`src/rtl/sys_throttle_dispatch.sv`:
```
`default_nettype none
// ============================================================================
// Module   : sys_throttle_dispatch
// Purpose  : Qualifies the combined FM_SYS_THROTTLE_N request into minimum-width
//            PROCHOT/MEMHOT assertions per CPU and keeps BMC-visible status.
//            MEMHOT drive is built only with THROTTLE_MEMHOT_DRIVE_EN defined.
// Revision : 1.0 - initial release
// ============================================================================
module sys_throttle_dispatch #(
  parameter int FILTER_CYCLES     = 4,
  parameter int MIN_ASSERT_CYCLES = 2000,
  parameter int CNT_W             = 8
) (
  input  logic             iClk,
  input  logic             iRst,
  input  logic             iFmSysThrottle_n,
  input  logic             iThrottleEn,
  input  logic             iCpu0PwrGd,
  input  logic             iCpu1PwrGd,
  input  logic             iStatusClr,
  output logic             oFmProchotCpu0_n,
  output logic             oFmProchotCpu1_n,
  output logic             oFmMemhotCpu0_n,
  output logic             oFmMemhotCpu1_n,
  output logic             oThrottleActive,
  output logic             oThrottleSticky,
  output logic [CNT_W-1:0] oThrottleEvtCnt
);

  localparam int cFiltW = $clog2(FILTER_CYCLES + 1);
  localparam int cMinW  = (MIN_ASSERT_CYCLES > 1) ? $clog2(MIN_ASSERT_CYCLES) : 1;

  localparam logic [cFiltW-1:0] cFiltOne  = cFiltW'(1);
  localparam logic [cFiltW-1:0] cFiltLast = cFiltW'(FILTER_CYCLES - 1);
  localparam logic [cMinW-1:0]  cMinLast  = cMinW'(MIN_ASSERT_CYCLES - 1);
  localparam logic [CNT_W-1:0]  cCntOne   = CNT_W'(1);

  typedef enum logic [1:0] {
    ST_IDLE    = 2'd0,
    ST_QUALIFY = 2'd1,
    ST_ASSERT  = 2'd2,
    ST_RELEASE = 2'd3
  } throttleState_t;

  logic              rSyncMeta;
  logic              rSync;
  throttleState_t    rState;
  throttleState_t    wStateNext;
  logic [cFiltW-1:0] rFiltCnt;
  logic [cFiltW-1:0] wFiltCntNext;
  logic [cMinW-1:0]  rMinCnt;
  logic [cMinW-1:0]  wMinCntNext;
  logic              wEvent;
  logic              wAsserting;
  logic [CNT_W-1:0]  rEvtCnt;
  logic              rSticky;
  logic              rProchot0_n;
  logic              rProchot1_n;
  logic              rActive;

  // Two-flop synchronizer; idles high so reset never looks like a request.
  always_ff @(posedge iClk) begin
    if (iRst) begin
      rSyncMeta <= 1'b1;
      rSync     <= 1'b1;
    end else begin
      rSyncMeta <= iFmSysThrottle_n;
      rSync     <= rSyncMeta;
    end
  end

  always_ff @(posedge iClk) begin
    if (iRst) begin
      rState   <= ST_IDLE;
      rFiltCnt <= '0;
      rMinCnt  <= '0;
    end else begin
      rState   <= wStateNext;
      rFiltCnt <= wFiltCntNext;
      rMinCnt  <= wMinCntNext;
    end
  end

  // One filter counter serves both QUALIFY (low run) and RELEASE (high run).
  always_comb begin
    wStateNext   = rState;
    wFiltCntNext = rFiltCnt;
    wMinCntNext  = rMinCnt;
    wEvent       = 1'b0;
    if (!iThrottleEn) begin
      wStateNext = ST_IDLE;
    end else begin
      case (rState)
        ST_IDLE: begin
          if (!rSync) begin
            if (FILTER_CYCLES == 1) begin
              wStateNext  = ST_ASSERT;
              wMinCntNext = '0;
              wEvent      = 1'b1;
            end else begin
              wStateNext   = ST_QUALIFY;
              wFiltCntNext = cFiltOne;
            end
          end
        end
        ST_QUALIFY: begin
          if (rSync) begin
            wStateNext = ST_IDLE;
          end else if (rFiltCnt == cFiltLast) begin
            wStateNext  = ST_ASSERT;
            wMinCntNext = '0;
            wEvent      = 1'b1;
          end else begin
            wFiltCntNext = rFiltCnt + 1'b1;
          end
        end
        ST_ASSERT: begin
          // Min counter parks at its terminal value so it can never wrap.
          if (rMinCnt != cMinLast) begin
            wMinCntNext = rMinCnt + 1'b1;
          end
          if ((rMinCnt == cMinLast) && rSync) begin
            if (FILTER_CYCLES == 1) begin
              wStateNext = ST_IDLE;
            end else begin
              wStateNext   = ST_RELEASE;
              wFiltCntNext = cFiltOne;
            end
          end
        end
        ST_RELEASE: begin
          if (!rSync) begin
            wStateNext = ST_ASSERT;
          end else if (rFiltCnt == cFiltLast) begin
            wStateNext = ST_IDLE;
          end else begin
            wFiltCntNext = rFiltCnt + 1'b1;
          end
        end
        default: begin
          wStateNext = ST_IDLE;
        end
      endcase
    end
  end

  // A qualifying event outranks a coincident clear.
  always_ff @(posedge iClk) begin
    if (iRst) begin
      rEvtCnt <= '0;
      rSticky <= 1'b0;
    end else if (wEvent) begin
      rSticky <= 1'b1;
      if (iStatusClr) begin
        rEvtCnt <= cCntOne;
      end else if (!(&rEvtCnt)) begin
        rEvtCnt <= rEvtCnt + 1'b1;
      end
    end else if (iStatusClr) begin
      rEvtCnt <= '0;
      rSticky <= 1'b0;
    end
  end

  assign wAsserting = (rState == ST_ASSERT) || (rState == ST_RELEASE);

  always_ff @(posedge iClk) begin
    if (iRst) begin
      rProchot0_n <= 1'b1;
      rProchot1_n <= 1'b1;
      rActive     <= 1'b0;
    end else begin
      rProchot0_n <= ~(wAsserting & iCpu0PwrGd);
      rProchot1_n <= ~(wAsserting & iCpu1PwrGd);
      rActive     <= wAsserting;
    end
  end

  assign oFmProchotCpu0_n = rProchot0_n;
  assign oFmProchotCpu1_n = rProchot1_n;
  assign oThrottleActive  = rActive;
  assign oThrottleSticky  = rSticky;
  assign oThrottleEvtCnt  = rEvtCnt;

`ifdef THROTTLE_MEMHOT_DRIVE_EN
  assign oFmMemhotCpu0_n = rProchot0_n;
  assign oFmMemhotCpu1_n = rProchot1_n;
`else
  assign oFmMemhotCpu0_n = 1'b1;
  assign oFmMemhotCpu1_n = 1'b1;
`endif

endmodule
`default_nettype wire

```
`config.mk`:
```
export PLATFORM = sky130hd
export DESIGN_NAME = sys_throttle_dispatch
export DESIGN_NICKNAME = d
export VERILOG_FILES = /design/src/rtl/sys_throttle_dispatch.sv
export SDC_FILE = /design/constraint.sdc
export NUM_CORES = 1
export LEC_CHECK = 0
export BUFFER_PORTS_ARGS = -buffer_cell sky130_fd_sc_hd__buf_2
export CAP_MARGIN = 20
export CORE_MARGIN = 4
export CORE_UTILIZATION = 60
export DETAILED_ROUTE_END_ITERATION = 16
export PLACE_DENSITY_LB_ADDON = 0.12
export SLEW_MARGIN = 10
export SYNTH_ARGS = -nofsm -noshare
export SYNTH_HDL_FRONTEND = slang
export SYNTH_SLANG_ARGS = --single-unit
```
`constraint.sdc`:
```
create_clock -name iClk -period 3 [get_ports iClk]
set_input_delay 0.15 -clock iClk [delete_from_list [all_inputs] [get_ports iClk]]
set_output_delay 0.15 -clock iClk [all_outputs]
set_load 0.005 [all_outputs]
```
## After elaboration in Yosys (flattened, before gate mapping)

Index checks and enable logic that the tools add are counted.
W data, S select, Z words.

- Add/sub/neg operators: 3
- Equal/unequal tests: 15
- Mux-type cells: 27
- Bitwise gates (word level): 5
- Reductions and logical operators: 11

Operators with widths:

| operator | number |
|---|---|
| $mux W11 | 3 |
| $mux W8 | 4 |
| $pmux W11 S2 | 1 |
| $mux W3 | 5 |
| $ne A2 B2 Y1 const B | 7 |
| $mux W2 | 6 |
| $pmux W3 S4 | 1 |
| $add A11 B1 Y11 const B | 1 |
| $eq A11 B11 Y1 const B | 1 |
| $ne A11 B11 Y1 const B | 1 |
| $reduce_and A5 Y1 | 2 |
| $add A8 B1 Y8 const B | 1 |
| $pmux W2 S4 | 1 |
| $reduce_and A8 Y1 | 1 |
| $mux W1 | 6 |
| $ne A3 B3 Y1 const B | 2 |
| $eq A2 B2 Y1 const B | 2 |
| $reduce_and A4 Y1 | 1 |
| $reduce_bool A2 Y1 | 2 |
| $add A3 B1 Y3 const B | 1 |
| $eq A3 B2 Y1 const B | 1 |
| $not A1 Y1 | 3 |
| $and A1 B1 Y1 | 2 |
| $eq A2 B1 Y1 const B | 1 |
| other kinds (5) | 5 |

- Flip-flop bits (word level): 30
- Input port bits: 7
- Output and inout port bits: 14

## Depth between registers and ports, before layout

Gate-level depths: netlist of run 1.

- Depth after elaboration: 7
- Depth in mapped cells: 7
- Mapped depth without buffers: 6

## Worst setup path after synthesis of run 1

OpenSTA, ideal clock, no wires.

- Path type: register to register
- From: register rFiltCnt[1]
- To: register rEvtCnt[5], in the netlist oThrottleEvtCnt[5]
- Library setup time: 0.070 ns
- Data arrival time: 1.682 ns
- Required time: 2.930 ns
- Path slack: 1.248 ns
- Stages on the path, launching flop included: 7
- Path buffers: 0
- Clock period less this slack: 1.752 ns
- Path through: dfxtp_1 > ha_1 > ha_1 > and4bb_2 > nand2_2 > or4_1 > a21oi_1

- Word-level cells in the longest chain between the ends: 7
- Elaborated cells between the ends (all ways): 8
- Classes of those cells: eq/ne: 1; mux: 5; reduce/logical: 2

RTL lines:

| element | RTL line | text |
|---|---|---|
| start: declaration | 49 | `logic [cFiltW-1:0] rFiltCnt;` |
| start signal: assignment | 79 | `rFiltCnt <= wFiltCntNext;` |
| $eq A3 B2 Y1 (*) | 109 | `end else if (rFiltCnt == cFiltLast) begin` |
| $mux W1 (*) | 109 |  |
| $mux W1 (*) | 107 | `if (rSync) begin` |
| $mux W1 (*) | 93 | `case (rState)` |
| $mux W1 (*) | 90 | `if (!iThrottleEn) begin` |
| $reduce_bool A2 Y1 (no line) | -- |  |
| $reduce_and A2 Y1 (no line) | -- |  |
| end signal: assignment | 155 | `rEvtCnt <= cCntOne;` |
| end signal: assignment | 157 | `rEvtCnt <= rEvtCnt + 1'b1;` |
| end: declaration | 55 | `logic [CNT_W-1:0] rEvtCnt;` |

Mark *: on every way between the ends. The rest lies on a longest branch, timed or not.
A chain may end at the register's enable or synchronous reset.

## Worst setup path after layout of run 1

- From: register rFiltCnt[1]
- To: register rMinCnt[10]

- Word-level cells in the longest chain between the ends: 3

RTL lines:

| element | RTL line | text |
|---|---|---|
| $eq A3 B2 Y1 | 109 |  |
| $ne A2 B2 Y1 (no line) | -- |  |
| $reduce_and A5 Y1 (no line) | -- |  |
| end signal: assignment | 80 | `rMinCnt <= wMinCntNext;` |
| end: declaration | 51 | `logic [cMinW-1:0] rMinCnt;` |

No other way between the ends.

==> results of run 1 <==
==> synthesized netlist by cell type (2+ instances only) <==
cell       instances  area, um2
a41oi_1            2       17.5
a21oi_1           16       80.1
clkbuf_1           3       11.3
nand2_1           20       75.1
o21ai_0            3       15.0
dfxtp_1           30        601
mux2i_1            3       30.0
o2111ai_1          3       26.3
or3_1              4       25.0
nor2_1             6       22.5
nand3_1           11       55.1
a2111o_1           5       56.3
or2_2              3       18.8
or4_1              3       22.5
a211oi_1           2       15.0
ha_1               4       50.1
nand2b_1           2       12.5
inv_1              8       30.0
nand3b_1           2       15.0
buf_4              4       30.0
nand4_1            4       25.0
o21ai_1            5       25.0
nor4_1             2       12.5
==> state kept, by name (all words and copies together), names as in the netlist, named ones only <==
register	count
rState	1
rMinCnt	11
rFiltCnt	3
rSyncMeta	1
oThrottleSticky	1
oFmProchotCpu0_n	1
oThrottleActive	1
oFmProchotCpu1_n	1
oThrottleEvtCnt	8
rSync	1
==> where the power goes <==
| group | switching [W] | total (W) | internal, W | leakage, nW |
|---|---|---|---|---|
| logic | 0.0000178 | 0.0000294 | 0.0000115 | 0.319 |
| clock network | 0.000145 | 0.000318 | 0.000172 | 0.0450 |
| registers | 0.00000216 | 0.000402 | 0.000400 | 0.242 |
| total | 0.000165 | 0.000750 | 0.000584 | 0.607 |
==> area by class of cell <==
type	count	area, um2	area share
timing repair buffer	22	128	0.0742
tap	30	37.5	0.0218
clock buffer	5	37.5	0.0218
clock inverter	3	40.0	0.0233
inverter	8	30.0	0.0175
sequential	30	601	0.349
multi-input combinational	129	846	0.492
==> per-layer routing <==
layer / vias up / global-route usage / wire length (um)
met2: 48 / 0.352 / 1600
li1: 697 / - / -
met1: 647 / 0.282 / 1530
met3: 12 / 0.0768 / 275
met4: 0 / 0.113 / 85
met5: - / 0 / 0
==> how the worst min path moves through the flow <==
stage | startpoint | to
2_1_floorplan | iCpu0PwrGd | oFmProchotCpu0_n
3_3_place_gp | iCpu1PwrGd | oFmProchotCpu1_n
3_5_place_dp | iCpu0PwrGd | oFmProchotCpu0_n
4_1_cts | iStatusClr | oThrottleSticky
5_1_grt | iStatusClr | oThrottleSticky
6_report | iRst | oThrottleEvtCnt[0]
==> critical path: cells and delay by family (launching register included) <==
kind,cells,cell delay (ps)
and+or+nand+nor,2,520
AOI/OAI and AO/OA,1,500
adders and majority gates,2,440
DFF,1,400
muxes,1,240
==> cell usage in the layout (no fill, tap or decap), types with 3 or more instances in the layout <==
cell type,instances
nand4_1,4
clkbuf_4,5
a21oi_1,16
ha_1,4
or4_1,3
o2111ai_1,3
or3_1,4
inv_1,8
dlygate4sd3_1,3
nand3_1,11
or2_2,3
a2111o_1,5
mux2i_1,3
dfxtp_1,30
nand2_1,20
o21ai_0,3
o21ai_1,5
buf_2,18
nor2_1,6
==> kinds of logic (layout without fill, tap and decap cells) <==
family,Yosys count,in the layout
mux,4,4
other cells,1,2
compound gates,48,48
simple gates,71,71
flops,30,30
fa+ha+maj,4,4
buf+inv,17,38
==> repair_timing <==
action / in CTS / in global routing
setup buffers: 0 / 0
resized for setup: 0 / 0
endpoints found under the hold margin: 3 / 0
endpoints found under the setup margin: 0 / 0
hold buffers: 3 / 0
==> stage by stage <==
step / instance area, um2 / utilization
floorplan: 1530 / -
global placement: 1610 / 0.656
detailed placement: 1610 / 0.656
CTS: 1720 / 0.700
global route: 1720 / 0.700
finish: 1720 / 0.700
==> reports/metrics.yaml, run 1 <==
timing:
  max_slew_margin: 0.551
  finalWorstSetupSlack_ps: 830
  setup_tns_ps: 0
  slew_viol_final: 0
  holdWs_ps: 131
  hold_viol_final: 0
  fmax_ghz: 0.461
  period_share: 0.723
  post-route-min-period_ps: 2170
  worstMarginPinSlew_ps: 669
  rsz0062_at_grt: "false"
  clock_skew_ps: 7.18
  finalSetupViolCount: 0
logic_synthesis:
  synth_top_family_by_area: "simple AND/OR/NAND/NOR gates"
  ys_seq_elements: 30
  async_reset_ff_frac: 0
  synth_enable_flop_cells: 0
  syn_area_um2: 1530
  yosysWarnings: 0
  avgSynthCellArea_um2: 8.74
  synth-xor-area-share: 0
  synthMuxAreaShare: 0.0270
  seq_area_frac_synth: 0.392
  synthCells: 175
  yosys.area_share.simple: 0.264
  synth-compound-area-share: 0.224
  yosys.cell_types.count: 53
  yosys.area_share.adder: 0.0327
  synth_ff_type: "dfxtp_1"
detailed_routing:
  route.vias.total: 1404
  ant_nets: 0
  vias_per_cell: 6.19
  wl_per_cell_um: 15.4
  drcViolationCount: 0
  drt_first_pass_iters: 4
  wl_um: 3490
  drt-initial-drc-count: 68
setup_path:
  reg2reg_from: "rFiltCnt[1]"
  crit_type: "flip-flop to flip-flop"
  worstSetupStartpointType: "flip-flop"
  worstPathRequired_ps: 3260
  end_kind: "flip-flop"
  cp.arrival_ps: 2440
  endpoint: "rMinCnt[10]"
  critPathMaxFanout: 19
  crit_chain: "ha_1, ha_1, and4bb_2, nand2_2, a2111oi_1, mux2i_1"
  cpMostUsedCell: "ha_1"
  critPathSlowestCell: "a2111oi_1"
  slowest_delay_ps: 500
  rr_endpoint: "rMinCnt[10]"
  crit_start: "rFiltCnt[1]"
  rrSetupSlack_ps: 830
  reg2reg_depth: 6
floorplan:
  io_pins: 21
  die_area_um2: 3420
  die_h_um: 58.5
  core_um2: 2450
  start_util: 0.623
  rows: 18
  dieWidth_um: 58.5
finish:
  finalNonFillerCells: 227
  n_fill_cell: 188
  drive_gt1_frac: 0.198
  syn_to_final_growth_pct: 12.3
  fin_nets: 207
  antennaDiodeCount: 0
global_routing:
  overflow: 0
  grt_max_degree: 21
  grt_pass1_vias: 1405
  grtUsageTotal: 0.228
  grt_pass1_wl_um: 5970
  antenna_found_initial: 0
min_path:
  hold_depth: 2
  hp-class: "input pin to flip-flop"
pwr:
  p_per_area_nw_per_um2: 436
  leakage_nw: 0.607
  ir_worst_vdd_v: 0.000424
  power.total_w: 0.000750
place:
  place.gp.congestion: 0.846
  io_buffer_count: 18
  post-place-cells: 216
  post-dp-hpwl_um: 2400
  pre_cts_slack_ps: 955
clocking:
  clkSinkCount: 30
  htreeDepth: 2
  clk_latency_ps: 330
  clk_pin_slew_ps: 100
  clock_tree.root_cell: "clkbuf_4"
  cts_made_buffers: 5
  tritoncts: "yes"
  clock_path_buffers: 2
job:
  maxCapViolations: 0
status:
  status: "finished clean"
(Power assumes the default switching activity.)
==> inputs of run 2 (changes only) <==
- CORE_UTILIZATION: 60 -> 50
- clock period: 3 -> 1.8 ns (I/O delays scaled with it)
==> reports/metrics.yaml, run 2 (same netlist as run 1, synthesis figures left out) <==
status:
  status: "finished clean"
pwr:
  p_per_area_nw_per_um2: 618  # +42%
  power.total_w: 0.00116  # +55%
  leakage_nw: 0.675  # +11%
  ir_worst_vdd_v: 0.000466  # +9.8%
detailed_routing:
  drt-initial-drc-count: 97  # +43%
  route.vias.total: 1457  # +3.8%
  ant_nets: 0  # unchanged
  vias_per_cell: 6.02  # -2.7%
  wl_per_cell_um: 15.2  # -1.0%
  drcViolationCount: 0  # unchanged
  wl_um: 3680  # +5.5%
  drt_first_pass_iters: 4  # unchanged
clocking:
  clk_pin_slew_ps: 110  # about the same
  tritoncts: "yes"
  cts_setup_buffers: 0  # unchanged
  clock_tree.root_cell: "clkbuf_4"
  clock_path_buffers: 2  # unchanged
  cts_made_buffers: 5  # unchanged
  clk_latency_ps: 330  # about the same
  clkSinkCount: 30  # unchanged
  htreeDepth: 2  # unchanged
setup_path:
  slowest_delay_ps: 530  # +30 ps
  critPathSlowestCell: "or4_4"
  worstPathRequired_ps: 2060  # -1200 ps
  critPathMaxFanout: 6  # -13
  cp.arrival_ps: 2000  # -440 ps
  end_kind: "flip-flop"
  crit_start: "rMinCnt[5]"
  worstSetupStartpointType: "flip-flop"
  reg2reg_from: "rMinCnt[5]"
  crit_chain: "or3b_4, or4_4, a21oi_2, o221a_1"
  crit_type: "flip-flop to flip-flop"
finish:
  regArea_um2: 604  # +0.63%
  drive_gt1_frac: 0.303  # +0.105
  n_fill_cell: 238  # +27%
  multi_input_area_um2: 910  # +7.5%
  largest_reg_flops: 11  # unchanged
  final_common_cell: "dfxtp_1"
  syn_to_final_growth_pct: 22.8
  final_cell_mix: "dfxtp_1 (27), nand2_1 (20), buf_2 (18)"
  design_area_um2: 1880  # +9.3%
  fin_nets: 221  # +6.8%
  antennaDiodeCount: 0  # unchanged
  finalNonFillerCells: 242  # +6.6%
  top_register: "rMinCnt"
place:
  io_buffer_count: 18  # unchanged
  post-place-cells: 231  # +6.9%
  dpl_cell_area_um2: 1720  # +6.6%
  place.gp.congestion: 0.862  # +1.9%
  post-dp-hpwl_um: 2570  # +7.4%
floorplan:
  die_area_um2: 4010  # +17%
  dieWidth_um: 63.3  # +8.2%
  io_pins: 21  # unchanged
  core_um2: 2830  # +15%
  rows: 19  # +1
  die_h_um: 63.3  # +8.2%
  start_util: 0.541  # -0.0824
global_routing:
  grt_pass1_wl_um: 6240  # +4.6%
  antenna_found_initial: 0  # unchanged
  overflow: 0  # unchanged
  grt_max_degree: 15  # -29%
  grt_pass1_vias: 1453  # +3.4%
  grtUsageTotal: 0.191  # -0.0364
timing:
  setup_tns_ps: 0  # unchanged
  post-route-min-period_ps: 1740  # -429 ps
  period_share: 0.968  # +0.244
  slew_viol_final: 0  # unchanged
  finalSetupViolCount: 0  # unchanged
  holdWs_ps: 51.8  # -78.9 ps
  clock_skew_ps: 13.9  # +6.68 ps
  hold_viol_final: 0  # unchanged
  rsz0062_at_grt: "true"
  fmax_ghz: 0.574  # +25%
job:
  maxCapViolations: 0  # unchanged
min_path:
  hp-class: "input pin to flip-flop"
  min_from: "iStatusClr"
## run 2: changes by cell type in the layout (fill, tap and decap cells not counted), moves of 2 or more
| cell | before | now |
|---|---|---|
| a21oi_1 | 16 | 14 |
| dfxtp_2 | 0 | 3 |
| buf_4 | 1 | 15 |
| dfxtp_1 | 30 | 27 |
| ha_2 | 0 | 2 |
| a21oi_2 | 1 | 3 |
| ha_1 | 4 | 2 |
## run 2: critical path: cells and delay by family (launching register included)
family	cells	cell delay [ps]
compound gates	2	360
flops	1	370
simple gates	2	940
## run 2: worst paths after layout
check | depth (start not counted) | endpoint | slack [ps]
setup / recovery | 4 | rFiltCnt[0] | 60
hold / removal | 3 | oThrottleSticky | 50
setup reg to reg | 4 | rFiltCnt[0] | 60
hold reg to reg | 1 | rSync | 420
## run 2: cell type report
cell class,instances,area share
tap,31,0.0206
clock inverter,2,0.00666
sequential,30,0.322
timing repair buffer,36,0.124
multi-input combinational,129,0.484
inverter,8,0.0160
clock buffer,6,0.0273
## run 2: power by group
group	switching, W	total [W]	internal, W
Clock	0.000247	0.000434	0.000188
Combinational	0.0000330	0.0000574	0.0000244
Sequential	0.00000290	0.000670	0.000667
## run 2: metrics by stage
step	setup slack (ps)	util
after CTS	17.7	0.640
after floorplan	47.8	-
after global placement	98.3	0.607
after global routing	-40.0	0.664
final	58.2	0.664
after detailed placement	37.8	0.607
## run 2: metal layers
| layer | GRT usage | wire, um |
|---|---|---|
| met1 | 0.242 | 1750 |
| met2 | 0.306 | 1720 |
| met3 | 0.0551 | 158 |
| met4 | 0.0728 | 59 |
| met5 | 0 | 0 |
## run 2: repair_timing
action / CTS / global route
endpoints found under the hold margin: 3 / 0
hold buffers: 3 / 0
setup endpoints to repair: 0 / 19
gates resized for setup: 0 / 14
==> inputs of run 3 (changes only) <==
- PLACE_DENSITY: unset -> 0.71
- PLACE_DENSITY_LB_ADDON: 0.12 -> unset
==> reports/metrics.yaml, run 3 (same netlist as run 1, synthesis figures left out) <==
status:
  status: "finished clean"
timing:
  setup_tns_ps: 0  # unchanged
  slew_viol_final: 0  # unchanged
  hold_viol_final: 0  # unchanged
  clock_skew_ps: 12.2  # -1.69 ps
  finalSetupViolCount: 0  # unchanged
  post-route-min-period_ps: 1730  # -10.9 ps
  rsz0062_at_grt: "false"
  period_share: 0.962  # -0.00604
  fmax_ghz: 0.578  # +0.63%
clocking:
  clk_latency_ps: 330  # about the same
  clock_tree.root_cell: "clkbuf_4"
  cts_made_buffers: 5  # unchanged
  clock_path_buffers: 2  # unchanged
  tritoncts: "yes"
  cts_setup_buffers: 0  # unchanged
  htreeDepth: 2  # unchanged
  clkSinkCount: 30  # unchanged
  clk_pin_slew_ps: 100  # about the same
finish:
  multi_input_area_um2: 918  # +0.96%
  syn_to_final_growth_pct: 24.6
  design_area_um2: 1910  # +1.5%
  regArea_um2: 609  # +0.83%
  largest_reg_flops: 11  # unchanged
  top_register: "rMinCnt"
  n_fill_cell: 237  # -0.42%
  drive_gt1_frac: 0.316  # +0.0125
  fin_nets: 220  # -0.45%
  final_cell_mix: "dfxtp_1 (25), nand2_1 (20), buf_2 (18)"
  final_common_cell: "dfxtp_1"
  antennaDiodeCount: 0  # unchanged
global_routing:
  overflow: 0  # unchanged
  met2_usage: 0.329  # +0.0222
  met3_usage: 0.0693  # +0.0142
  antenna_found_initial: 0  # unchanged
  grt_max_degree: 15  # unchanged
  gr-usage-met1: 0.260  # +0.0178
  grt_pass1_wl_um: 6740  # +8.0%
  busiest_layer: "met2"
  grtUsageTotal: 0.206  # +0.0150
  grt_pass1_vias: 1477  # +1.7%
place:
  io_buffer_count: 18  # unchanged
  dpl_cell_area_um2: 1710  # -0.44%
  place.gp.congestion: 0.860  # -0.28%
  post-dp-hpwl_um: 2760  # +7.4%
setup_path:
  worstSetupStartpointType: "flip-flop"
  cp.arrival_ps: 1990  # about the same
  slowest_delay_ps: 530  # about the same
  path_buf_inv: 0  # unchanged
  critPathMaxFanout: 6  # unchanged
  crit_chain: "or3b_4, or4_4, a21oi_2, o221a_1"
  crit_type: "flip-flop to flip-flop"
  cpLargestDelayFamily: "simple AND/OR/NAND/NOR gates"
  critPathSlowestCell: "or4_4"
  end_kind: "flip-flop"
  worstPathRequired_ps: 2060  # about the same
pwr:
  leakage_nw: 0.678  # +0.49%
  p_per_area_nw_per_um2: 674  # +9.1%
  ir_worst_vdd_v: 0.000451  # -3.1%
min_path:
  hp-class: "input pin to flip-flop"
floorplan:
  rows: 19  # unchanged
  core_um2: 2830  # unchanged
  die_h_um: 63.3  # unchanged
  io_pins: 21  # unchanged
  start_util: 0.541  # unchanged
  dieWidth_um: 63.3  # unchanged
  die_area_um2: 4010  # unchanged
detailed_routing:
  ant_nets: 0  # unchanged
  drcViolationCount: 0  # unchanged
  wl_um: 3800  # +3.1%
  route.vias.total: 1497  # +2.7%
  vias_per_cell: 6.24  # +3.6%
  wl_per_cell_um: 15.8  # +3.9%
  drt_first_pass_iters: 4  # unchanged
  drt-initial-drc-count: 88  # -9.3%
job:
  maxCapViolations: 0  # unchanged
run 3: cell count changes in the layout (fill, tap and decap cells not counted), moves of 2 or more:
cell,delta
buf_4,-2
ha_4,+2
ha_1,-2
dfxtp_1,-2
run 3: path summary, 6_finish.rpt:
kind / cells after the start / end / start / slack [ps]
setup / recovery: 4 / rFiltCnt[0] / rMinCnt[5] / 70
hold / removal: 3 / oThrottleSticky / iStatusClr / 80
setup reg to reg: 4 / rFiltCnt[0] / rMinCnt[5] / 70
hold reg to reg: 1 / rSync / rSyncMeta / 450
run 3: timing repair:
action                                 CTS  global route
resized for setup                        1            19
endpoints found under the hold margin    3             0
pin swaps                                0             4
setup endpoints to repair                1            15
hold buffers                             3             0
run 3: layout make-up:
type | count | share of cell area
Tap cell | 31 | 0.0203
Sequential cell | 30 | 0.320
Timing Repair Buffer | 35 | 0.120
Inverter | 8 | 0.0157
Multi-Input combinational cell | 129 | 0.482
Clock inverter | 1 | 0.0157
Clock buffer | 6 | 0.0269
run 3: per-stage QoR:
step	power (W)	hold slack, ps	instances	utilization	setup WS (ps)
2_1_floorplan	0.000719	152	176	-	47.8
3_3_place_gp	0.000733	251	230	0.605	99.1
5_1_grt	0.00133	94.2	240	0.674	6.88
4_1_cts	0.00129	67.4	240	0.644	38.6
3_5_place_dp	0.000736	254	230	0.605	49.6
6_report	0.00129	81.0	240	0.674	69.1
run 3: per-layer routing:
metal,vias to the layer above,part of all wire
met5,-,0
met1,722,0.44
met4,0,0.0082
li1,720,-
met3,6,0.062
met2,49,0.49
run 3: where the power goes:
| part | total (W) | internal (W) | switching [W] |
|---|---|---|---|
| Sequential | 0.000669 | 0.000666 | 0.00000316 |
| Combinational | 0.0000589 | 0.0000246 | 0.0000343 |
| Clock | 0.000559 | 0.000323 | 0.000235 |
| Total | 0.00129 | 0.00101 | 0.000273 |
run 3: tightest hold or removal path, stage by stage:
cell and delay (ps):
buf_2 110, nand2b_1 100, a21oi_1 60
